### src/rtl/alu_seq16.sv
// alu_seq16: sequences a 16-bit add/sub/inc/dec through an external 8-bit adder in two byte passes
module alu_seq16 #(
  parameter int DATASIZE = 8
) (
  input  logic                  iCLK,
  input  logic                  iRST,
  input  logic                  iSTART,
  input  logic [1:0]            iOP,
  input  logic [2*DATASIZE-1:0] iA,
  input  logic [2*DATASIZE-1:0] iB,
  output logic [DATASIZE-1:0]   oAA,
  output logic [DATASIZE-1:0]   oAB,
  output logic                  oACI,
  input  logic [DATASIZE-1:0]   iAS,
  input  logic                  iACO,
  output logic [2*DATASIZE-1:0] oRES,
  output logic                  oCY,
  output logic                  oZ,
  output logic                  oBUSY,
  output logic                  oDONE
);
  localparam int W = 2 * DATASIZE;
  typedef enum logic [1:0] {IDLE, LOW, HIGH, DONE} state_t;
  state_t              state_q, state_d;
  logic                accept;
  logic [W-1:0]        a_q, a_d, b_q, b_d, res_q, res_d;
  logic [1:0]          op_q, op_d;
  logic [DATASIZE-1:0] lo_q, lo_d;
  logic                c_q, c_d, cy_q, cy_d, z_q, z_d;
  // next state: capture operands with the effective B, then run low byte, high byte, done
  always_comb begin
    accept  = iSTART && (state_q == IDLE || state_q == DONE);
    state_d = accept ? LOW : state_q == LOW ? HIGH : state_q == HIGH ? DONE : IDLE;
    a_d     = accept ? iA : a_q;
    b_d     = accept ? (iOP == 2'b00 ? iB : iOP == 2'b01 ? '0 : iOP == 2'b10 ? '1 : ~iB) : b_q;
    op_d    = accept ? iOP : op_q;
    lo_d    = state_q == LOW ? iAS : lo_q;
    c_d     = state_q == LOW ? iACO : c_q;
    res_d   = state_q == HIGH ? {iAS, lo_q} : res_q;
    cy_d    = state_q == HIGH ? iACO ^ op_q[1] : cy_q;
    z_d     = state_q == HIGH ? ~|{iAS, lo_q} : z_q;
  end
  // state and datapath registers; reset aborts any sequence in flight
  always_ff @(posedge iCLK or negedge iRST) begin
    if (!iRST) begin
      state_q <= IDLE;
      a_q     <= '0;
      b_q     <= '0;
      op_q    <= '0;
      lo_q    <= '0;
      c_q     <= 1'b0;
      res_q   <= '0;
      cy_q    <= 1'b0;
      z_q     <= 1'b0;
    end else begin
      state_q <= state_d;
      a_q     <= a_d;
      b_q     <= b_d;
      op_q    <= op_d;
      lo_q    <= lo_d;
      c_q     <= c_d;
      res_q   <= res_d;
      cy_q    <= cy_d;
      z_q     <= z_d;
    end
  end
  // adder drive decoded from registered state; op carry-in is 1 exactly for INC and SUB
  always_comb begin
    oAA   = state_q == LOW ? a_q[DATASIZE-1:0] : state_q == HIGH ? a_q[W-1:DATASIZE] : '0;
    oAB   = state_q == LOW ? b_q[DATASIZE-1:0] : state_q == HIGH ? b_q[W-1:DATASIZE] : '0;
    oACI  = state_q == LOW ? op_q[0] : state_q == HIGH ? c_q : 1'b0;
    oBUSY = state_q == LOW || state_q == HIGH;
    oDONE = state_q == DONE;
    oRES  = res_q;
    oCY   = cy_q;
    oZ    = z_q;
  end
endmodule

### config.mk
export PLATFORM = sky130hd
export DESIGN_NAME = alu_seq16
export DESIGN_NICKNAME = d
export VERILOG_FILES = /design/src/rtl/alu_seq16.sv
export SDC_FILE = /design/constraint.sdc
export NUM_CORES = 1
export LEC_CHECK = 0
export ABC_AREA = 1
export CORE_MARGIN = 2
export CORE_UTILIZATION = 51
export CTS_CLUSTER_SIZE = 16
export DETAILED_ROUTE_END_ITERATION = 8
export GPL_TIMING_DRIVEN = 0
export MAX_ROUTING_LAYER = met4
export PLACE_DENSITY_LB_ADDON = 0.2
export SLEW_MARGIN = 15
export SYNTH_ARGS = -nofsm -noshare
export SYNTH_HDL_FRONTEND = slang
export SYNTH_SLANG_ARGS = --single-unit
### constraint.sdc
create_clock -name iCLK -period 3.05 [get_ports iCLK]
set_input_delay 0.4575 -clock iCLK [delete_from_list [all_inputs] [get_ports iCLK]]
set_output_delay 0.4575 -clock iCLK [all_outputs]
set_load 0.02 [all_outputs]
==> impl_metrics.py <==
metrics = {
    "synth": {
        "ys_ff_latch": 63,
        "synthTopCellsByCount": "nand2_1 (119), dfrtp_1 (63), o21ai_0 (43)",
        "synth.area.top_cells": "dfrtp_1 (56%), nand2_1 (16%), o21ai_0 (7.7%)",
        "synthCells": 330,
        "synth_compound_area_frac": 0.1383,
        "postSynthAreaPerCell_um2": 8.501,
        "ys_seq_area_frac": 0.5620,
        "synth_ff_type": "dfrtp_1",
        "synthDistinctLibCells": 19,
        "synth_edf_count": 0,
        "synth_nets": 380,
        "synthArstFlopShare": 1.000,
        "synthDominantCellAreaShare": 0.5620,
        "synth_top_family_by_area": "simple AND/OR/NAND/NOR gates",
        "synthAdderAreaFrac": 0.01784,
        "ys_warn_count": 0,
        "yosys.area.top_type": "dfrtp_1",
        "muxShareOfSynthArea": 0,
        "synth-simple-area-share": 0.1940,
        "syn_area_um2": 2805,
        "yosysMostFrequentCell": "nand2_1",
        "synth_xor_area_frac": 0.003122,
    },
    "global_routing": {
        "grt_pass1_wl_mm": 11.07,
        "grt_pass1_vias": 2463,
        "antenna_found_initial": 0,
        "globalRouteTotalUtil": 0.2419,
        "grt-ovfl-total": 0,
        "busiest_layer": "met2",
        "grtUsageMet1": 0.3056,
        "grt_util_met3": 0.05172,
        "grt_max_degree": 48,
        "groute.layer.met2.usage": 0.3672,
    },
    "clocking": {
        "postCtsSetupRepairBufs": 0,
        "cts_sinks": 63,
        "cts_root_buf": "clkbuf_8",
        "clockBufferDepth": 2,
        "clk_pin_slew_ns": 0.06,
        "cts_max_level": 3,
        "cts_tree": "done",
        "ctsResizeCount": 0,
        "cts_inserted_buffers": 9,
        "worstSkewPairLatency_ns": 0.33,
    },
    "worst_setup_path": {
        "arrival_ns": 2.40,
        "reg2reg_slack_ns": 1.56,
        "worstSetupEndpointType": "output port",
        "path_class": "reg -> out",
        "crit_required_ns": 2.59,
        "path_max_fanout": 9,
        "start_kind": "flip-flop",
    },
    "timing": {
        "rsz0062_at_grt": "false",
        "worst_slew_pin_slew_ns": 0.3316,
        "min_period_ns": 2.862,
        "slew_headroom": 0.7784,
        "finalSetupTns_ns": 0,
        "post-route-period-util": 0.9384,
        "fmax_ghz": 0.3494,
        "fin_skew_ns": 0.003344,
        "finalSetupViolCount": 0,
        "drv_slew": 0,
        "final-hold-violation-count": 0,
    },
    "floorplan": {
        "placementRows": 27,
        "coreArea_um2": 5405,
        "ios": 83,
        "die-area_um2": 6110,
        "floorplan.initialDensity": 0.5190,
        "die_w_um": 78.17,
        "dieHeight_um": 78.17,
    },
    "pwr": {
        "pwr-share-comb": 0.516,
        "irDropWorstVdd_mv": 0.6108,
        "power_leakage_nw": 1.892,
        "power.internal_mw": 2.479,
        "p_sw_mw": 1.711,
        "clockPowerShare": 0.142,
        "seqPwrFrac": 0.342,
        "switching_share": 0.4083,
        "power_mw": 4.190,
        "powerDensity_nw_per_um2": 1076,
    },
    "min_path": {
        "hp-class": "reg -> reg",
    },
    "route": {
        "routed_wl_mm": 6.485,
        "first_pass_iters": 4,
        "ant_nets": 0,
        "drc_errors": 0,
        "vias": 2499,
        "via_per_inst": 5.018,
        "drt_iter0_drc": 154,
        "routedWlPerCell_um": 13.02,
    },
    "place": {
        "gp_congestion": 0.9150,
        "port_buffers": 81,
        "dpl.hpwl_mm": 4.682,
    },
    "finish": {
        "antenna_cells": 0,
        "nets": 474,
        "drive_above_1_share": 0.08451,
        "syn_to_final_growth_pct": 38.76,
    },
    "run": {
        "cap_violations": 0,
    },
    "outcome": {
        "outcome": "completed",
    },
}
-- flip-flops by register name, indices dropped and copies added (netlist names) --
register,flops
a_q,16
b_q,16
oRES,16
lo_q,8
op_q,2
state_q,2
c_q,1
oCY,1
oZ,1
-- routing by layer --
metal,up-vias,share of wire
li1,1235,-
met1,1165,0.45
met2,87,0.47
met3,12,0.053
met4,0,0.023
met5,-,0
-- power by group through the flow --
stage	combinational (mW)	sequential [mW]	clock (mW)
after floorplan	1.20	1.54	0
after global placement	2.13	1.43	0
after detailed placement	2.17	1.45	0
after CTS	2.18	1.44	0.603
after global routing	2.41	1.48	0.643
final	2.16	1.43	0.593
-- stage by stage --
stage                     instance area, um2  hold WS [ns]  instances    util  worst slack, ns
after global routing                    3892        0.4927        498  0.7201          0.06751
after CTS                               3892        0.4748        498  0.7201           0.1908
after global placement                  3706        0.4509        483  0.6856          -0.4983
after detailed placement                3731        0.3394        484  0.6903           0.5734
after floorplan                         2805        0.1619        330       -            1.175
final                                   3892        0.4704        498  0.7201           0.1880
-- final timing paths --
check                      startpoint  cells past startpoint  endpoint
max in group asynchronous        iRST                      3   a_q[15]
min in group asynchronous        iRST                      2   oRES[5]
max reg2reg                state_q[0]                      6    b_q[9]
min                          oRES[15]                      2  oRES[15]
max                        state_q[1]                      7    oAB[2]
min reg2reg                  oRES[15]                      2  oRES[15]
-- logic make-up (layout without fill, tap and decap cells) --
group	Yosys count	count (layout)
AND/OR/NAND/NOR	139	139
AO/OA/AOI/OAI	75	75
flip-flops	63	63
buffers and inverters	48	144
adder cells (fa/ha/maj)	4	4
XOR/XNOR	1	1
-- critical path, cell delays in order, from the launching register on --
cell and delay, ns:
dfrtp_1 0.39, inv_1 0.06, ha_1 0.17, buf_4 0.16
inv_2 0.15, nand2_1 0.25, o22ai_1 0.24, clkdlybuf4s50_1 0.65
-- repair_timing --
item	in CTS	in global routing
hold buffers	1	0
endpoints found under the setup margin	0	0
hold endpoints to repair	16	0
-- cells in the final DEF (no fill, tap or decap), drive strengths merged --
| cell type | Yosys | routed |
|---|---|---|
| o22ai | 8 | 8 |
| dfrtp | 63 | 63 |
| o21a | 1 | 1 |
| nand2 | 120 | 120 |
| clkbuf | 0 | 11 |
| a21oi | 16 | 16 |
| nand3 | 9 | 9 |
| clkdlybuf4s50 | 0 | 80 |
| buf | 17 | 19 |
| dlygate4sd3 | 0 | 1 |
| nor3 | 1 | 1 |
| nor2 | 8 | 8 |
| ha | 4 | 4 |
| inv | 31 | 31 |
| xnor2 | 1 | 1 |
| o21ai | 50 | 50 |
| clkinv | 0 | 2 |
| or2 | 1 | 1 |
-- area by class of cell --
type / instances / area, um2
Sequential cell: 63 / 1577
Fill cell: 463 / 1513
Buffer: 17 / 121.4
Clock buffer: 11 / 141.4
Multi-Input combinational cell: 219 / 991.0
Inverter: 31 / 116.4
Tap cell: 72 / 90.09
Clock inverter: 2 / 10.01
Timing Repair Buffer: 83 / 845.8
No activity file was read; power rests on OpenSTA's default activity.
